$ cat config.mk
export PLATFORM = sky130hd
export DESIGN_NAME = bcd_adder_core
export DESIGN_NICKNAME = d
export VERILOG_FILES = /design/src/rtl/bcd_pkg.sv /design/src/rtl/bcd_digit_add.sv /design/src/rtl/bcd_adder_core.sv
export SDC_FILE = /design/constraint.sdc
export NUM_CORES = 1
export LEC_CHECK = 0
export BUFFER_PORTS_ARGS = -buffer_cell sky130_fd_sc_hd__buf_2
export CAP_MARGIN = 20
export CORE_AREA = 4 4 41 43
export DETAILED_ROUTE_END_ITERATION = 7
export DIE_AREA = 0 0 45 47
export PLACE_DENSITY = 0.68
export SYNTH_ARGS = -nofsm -noshare
export SYNTH_HDL_FRONTEND = slang
export SYNTH_HIERARCHICAL = 1
export SYNTH_SLANG_ARGS = --single-unit
export TNS_END_PERCENT = 100
$ cat constraint.sdc
create_clock -name clk -period 4.4 [get_ports clk]
set_input_delay 1.1 -clock clk [delete_from_list [all_inputs] [get_ports clk]]
set_output_delay 1.1 -clock clk [all_outputs]
set_load 0.01 [all_outputs]
$ cat src/rtl/bcd_pkg.sv
// Shared constants and types for the single-digit BCD adder.
package bcd_pkg;

    localparam int DIGIT_W = 4;
    localparam int SUM_W   = DIGIT_W + 1;

    localparam logic [DIGIT_W-1:0] BCD_MAX  = 4'd9;
    localparam logic [DIGIT_W-1:0] BCD_CORR = 4'd6;

    typedef logic [DIGIT_W-1:0] digit_t;
    typedef logic [SUM_W-1:0]   bsum_t;

    // A 4-bit code above nine is not a decimal digit.
    function automatic logic digit_illegal(input digit_t d);
        return d > BCD_MAX;
    endfunction

endpackage

$ cat src/rtl/bcd_digit_add.sv
// Combinational single-digit BCD add with +6 decimal correction.
module bcd_digit_add
    import bcd_pkg::*;
(
    input  logic [DIGIT_W-1:0] a,
    input  logic [DIGIT_W-1:0] b,
    input  logic               cin,
    output logic [DIGIT_W-1:0] s,
    output logic               cout,
    output logic               err
);

    bsum_t z_bin;
    logic  corr;

    // Full 5-bit binary sum, then correct whenever it leaves the decimal range.
    // The +6 is done on the low nibble only: (z + 6) mod 16 == (z[3:0] + 6) mod 16,
    // which also covers the z >= 16 native-carry case.
    always_comb begin
        z_bin = bsum_t'(a) + bsum_t'(b) + bsum_t'(cin);
        corr  = z_bin > bsum_t'(BCD_MAX);
        s     = corr ? (z_bin[DIGIT_W-1:0] + BCD_CORR) : z_bin[DIGIT_W-1:0];
        cout  = corr;
        err   = digit_illegal(a) || digit_illegal(b);
    end

endmodule

$ cat src/rtl/bcd_adder_core.sv
// BCD digit adder: combinational result plus a one-cycle registered copy
// and a sticky illegal-digit flag.
module bcd_adder_core
    import bcd_pkg::*;
(
    input  logic               clk,
    input  logic               rst,
    input  logic [DIGIT_W-1:0] a,
    input  logic [DIGIT_W-1:0] b,
    input  logic               cin,
    input  logic               in_valid,
    output logic [DIGIT_W-1:0] s_bcd,
    output logic               cout_bcd,
    output logic               err_bcd,
    output logic [DIGIT_W-1:0] s_bcd_q,
    output logic               cout_bcd_q,
    output logic               err_q,
    output logic               out_valid,
    output logic               err_sticky
);

    logic [DIGIT_W-1:0] s_bcd_d;
    logic               cout_bcd_d;
    logic               err_d;
    logic               out_valid_q;
    logic               err_sticky_q;
    logic               err_sticky_d;

    bcd_digit_add u_digit_add (
        .a    (a),
        .b    (b),
        .cin  (cin),
        .s    (s_bcd),
        .cout (cout_bcd),
        .err  (err_bcd)
    );

    // Next-state: capture the combinational result on valid input, else hold.
    always_comb begin
        s_bcd_d      = s_bcd_q;
        cout_bcd_d   = cout_bcd_q;
        err_d        = err_q;
        err_sticky_d = err_sticky_q | (in_valid & err_bcd);
        if (in_valid) begin
            s_bcd_d    = s_bcd;
            cout_bcd_d = cout_bcd;
            err_d      = err_bcd;
        end
    end

    // Register stage; reset wins over a same-cycle valid input.
    always_ff @(posedge clk) begin
        if (rst) begin
            s_bcd_q      <= '0;
            cout_bcd_q   <= 1'b0;
            err_q        <= 1'b0;
            out_valid_q  <= 1'b0;
            err_sticky_q <= 1'b0;
        end else begin
            s_bcd_q      <= s_bcd_d;
            cout_bcd_q   <= cout_bcd_d;
            err_q        <= err_d;
            out_valid_q  <= in_valid;
            err_sticky_q <= err_sticky_d;
        end
    end

    assign out_valid  = out_valid_q;
    assign err_sticky = err_sticky_q;

endmodule

==> results by stage <==
Status:
- The flow ran to the end, and the final reports show no timing, DRC or antenna violations.

Routing:
- In the final routed layout, each cell accounts on average for 10.7 um.
- The number of DRC markers after the initial detailed-route iteration is 4.
- The detailed router placed 476 vias in this run.
- The total detailed-routing wirelength is 1060 um.
- The vias per cell is 4.81.
- The residual antenna-violating net count after detailed routing is 0.
- Before antenna repair, the detailed router went through 4 iterations.
- The final routed DRC violation total is 0.

Floorplan:
- The total core area is 0.00130 mm^2.
- The die is 45 um wide.
- The die covers 0.00212 mm^2.
- In this run the core area contains 13 standard-cell rows.
- The floorplan step set the die height to 47 um.
- The number of top-level pins is 26.
- The effective utilization at floorplan is 0.383.

Logic synthesis:
- In this run the cell area of the synthesized design comes to 498 um^2.
- The gate count of the mapped netlist is 50.
- The post-synthesis area per instance is 9.96 um^2.
- Counting distinct cell types in the post-synthesis netlist gives 20.
- The count of warnings emitted by yosys is 6.
- The net count after synthesis is 68.
- The post-synthesis sequential area ratio is 0.322.
- The synthesized flop and latch total is 8.

Setup path:
- The worst setup path is captured at a primary output.
- The reg-to-reg critical path endpoint is s_bcd_q[2]$_SDFFE_PP0P_.
- STA puts the critical path data required time at 3.30 ns.
- The start-to-end type of the worst setup path is in -> out.
- The setup check on the worst reg-to-reg path leaves a slack of 3.80 ns.
- The maximum fanout along the worst path is 2.
- Counting cells, the worst reg-to-reg path comes to 2.
- In this run the critical register-to-register path is launched from s_bcd_q[2]$_SDFFE_PP0P_.
- STA classifies the critical path startpoint as an input pin.
- The critical path startpoint is cin.
- STA puts the critical path data arrival time at 3.27 ns.

Hold path:
- Along the worst hold path, the cell count comes to 2.
- The worst hold path startpoint is err_sticky$_SDFF_PP0_.
- The min-delay analysis places its worst path in the category reg -> reg.
- The end of the worst hold path is err_sticky$_SDFF_PP0_.

Power and ir drop:
- In this run the power density over the cells is 369 mW/mm^2.
- Of the total power, the share spent switching nets is 0.335.
- The share of total power in combinational logic is 0.516.
- The cell-internal power is 0.000192 W.
- Of the total power, the clock network draws 0.190.
- The peak supply drop is 0.128 mV.
- The analysis attributes to cell leakage a power of 0.396 nW.
- Of the total power, registers draw 0.294.
- Summed over all nets, the switching power comes to 0.0000968 W.

GRT:
- After global routing the overflow that remains totals 0.
- Entering global routing, the biggest net connects 9 pins.
- The global router's overall resource usage is 0.117.
- The number of global-route vias before repair is 440.
- The number of antenna violations at the first check in global routing is 0.
- The global-route wire length before repair is 1780 um.

Clock tree:
- The library cell used as clock root buffer is clkbuf_4.
- The count of hold-fix buffers inserted at cts is 0.
- In this run the number of H-tree levels came out at 1.
- The sink count of the clock tree is 8.
- After clock tree synthesis, the clock-pin slew on the worst setup and hold paths is 0.05 ns.
- The maximum root-to-sink buffer count is 2.
- TritonCTS created 3 clock buffers.
- For the worst-skew pair, the clock arrives at the later sink with an insertion delay of 0.25 ns.
- The clock tree from TritonCTS is built.

Placement:
- The count of buffers from port buffering is 25.
- The estimated wirelength of the detail-placed design is 874 um.
- The final weighted congestion in routability-driven placement is 0.712.

Final layout:
- The share of final-layout standard cells stronger than drive strength 1 is 0.560.
- The storage element area is 160 um^2.
- The multi-input combinational cells in the finished layout cover a total of 378 um^2.
- The utilization of the core after routing is 0.601.
- The number of inserted filler cells in the final layout is 119.
- The post-synthesis to final-layout area growth is 57.0%.
- The antenna diode instance count is 0.
- The post-layout net count is 104.

STA:
- The worst relative slew slack is 0.737.
- Setup repair after global routing could not meet its margin everywhere.
- The shortest clock period the worst path allows after layout is 4.37 ns.
- Across the routed clock network, the largest skew measured is 0 ns.
- Setup violations remaining at the end of the flow were counted as 0.
- For the pin with the worst max-slew slack, the measured transition is 0.395 ns.
- Final hold analysis gives a worst-case slack of 0.462 ns.
- Timing would allow up to 229 MHz.
- The max-slew violation total from the final report is 0.
- The ratio of final minimum period to clock period is 0.994.
- The hold violation total from the final report was 0.

Flow run:
- The tool flagged a number of max-cap violations equal to 0.
-- cell type report --
type                       count  area share
clock buffer                   3      0.0288
inverter                       2     0.00960
multi-input combinational     38       0.483
sequential                     8       0.205
tap                           15      0.0240
timing repair buffer          33       0.250
-- worst max-delay path, cell delays in order --
cell     delay [ns]
buf_6          0.09
fa_2           0.39
fa_2           0.54
inv_2          0.06
ha_4           0.16
a31o_4         0.22
o31ai_4        0.27
mux2i_1        0.27
buf_2          0.17
-- worst max path at each step --
stage	end	slack [ns]	cells after the start
after global placement	s_bcd[2]	-0.15	9
after detailed placement	s_bcd[2]	-0.18	9
after global routing	s_bcd[2]	-0.07	9
final	s_bcd[2]	0.03	9
after floorplan	s_bcd[2]	0.03	7
after CTS	s_bcd[1]	0.03	10
-- state kept, by name, indices dropped and copies added, names as in the netlist --
signal and count:
cout_bcd_q 1, err_sticky 1, out_valid 1, err_q 1, s_bcd_q 4
-- through the flow --
stage                     total power (W)  worst slack (ns)  setup TNS, ns  area, um^2  cells
after floorplan                  0.000156            0.0311              0         498     50
after global placement           0.000200            -0.151         -0.273         657     92
after detailed placement         0.000203            -0.182         -0.376         657     92
after CTS                        0.000266            0.0297              0         698     96
after global routing             0.000313           -0.0691        -0.0993         782     99
final                            0.000288            0.0269              0         782     99
-- synth_stat cells --
| master | n | area, um^2 |
|---|---|---|
| mux2i_1 | 7 | 70.1 |
| clkbuf_1 | 1 | 3.75 |
| o31ai_4 | 1 | 21.3 |
| xnor2_1 | 2 | 17.5 |
| dfxtp_1 | 8 | 160 |
| nand2_1 | 1 | 3.75 |
| buf_6 | 1 | 11.3 |
| nor2_1 | 7 | 26.3 |
| o21ai_0 | 2 | 10.0 |
| a2111oi_0 | 1 | 8.76 |
| inv_1 | 2 | 7.51 |
| a31o_1 | 1 | 8.76 |
| o22ai_1 | 1 | 6.26 |
| a21o_2 | 1 | 8.76 |
| and3_1 | 1 | 6.26 |
| fa_1 | 2 | 40.0 |
| nor2b_1 | 2 | 12.5 |
| nand3_1 | 1 | 5.00 |
| ha_1 | 4 | 50.1 |
| a21oi_1 | 4 | 20.0 |
-- power groups by stage --
stage | Clock [W] | Sequential (W) | Combinational [W]
2_1_floorplan | 0 | 0.0000908 | 0.0000652
3_3_place_gp | 0 | 0.0000859 | 0.000115
3_5_place_dp | 0 | 0.0000865 | 0.000117
4_1_cts | 0.0000572 | 0.0000850 | 0.000124
5_1_grt | 0.0000614 | 0.0000861 | 0.000165
6_report | 0.0000547 | 0.0000849 | 0.000149
-- per-layer routing --
layer	vias up	part of all wire	wire length [um]	track usage
li1	246	-	-	-
met1	205	0.40	421	0.140
met2	21	0.46	490	0.184
met3	4	0.11	114	0.0230
met4	0	0.031	33	0.0877
met5	-	0	0	0
-- cell usage in the layout (no fill, tap or decap) --
master,count
buf_2,24
dfxtp_1,8
mux2i_1,7
nor2_1,7
buf_4,7
a21oi_1,3
clkbuf_4,3
ha_1,3
nor2b_1,2
buf_6,2
o21ai_0,2
fa_2,2
xnor2_4,1
inv_2,1
a31o_4,1
nand3_1,1
inv_1,1
and3_1,1
a21o_2,1
a21oi_2,1
o31ai_4,1
xnor2_2,1
a2111oi_2,1
o22ai_1,1
nand2_1,1
ha_4,1
-- cell families after synthesis --
kind of cell,after synthesis,share of synthesized area
compound gates,11,0.168
xor+xnor,2,0.0352
simple gates,12,0.108
fa+ha+maj,6,0.181
flops,8,0.322
buf+inv,4,0.0452
mux,7,0.141
-- timing repair --
| action | in CTS | in global routing |
|---|---|---|
| resized for setup | 4 | 10 |
| setup endpoints to repair | 4 | 3 |
| pin swaps | 1 | 6 |
| hold endpoints to repair | 0 | 0 |
| setup buffers | 1 | 3 |
(Power assumes the default switching activity.)
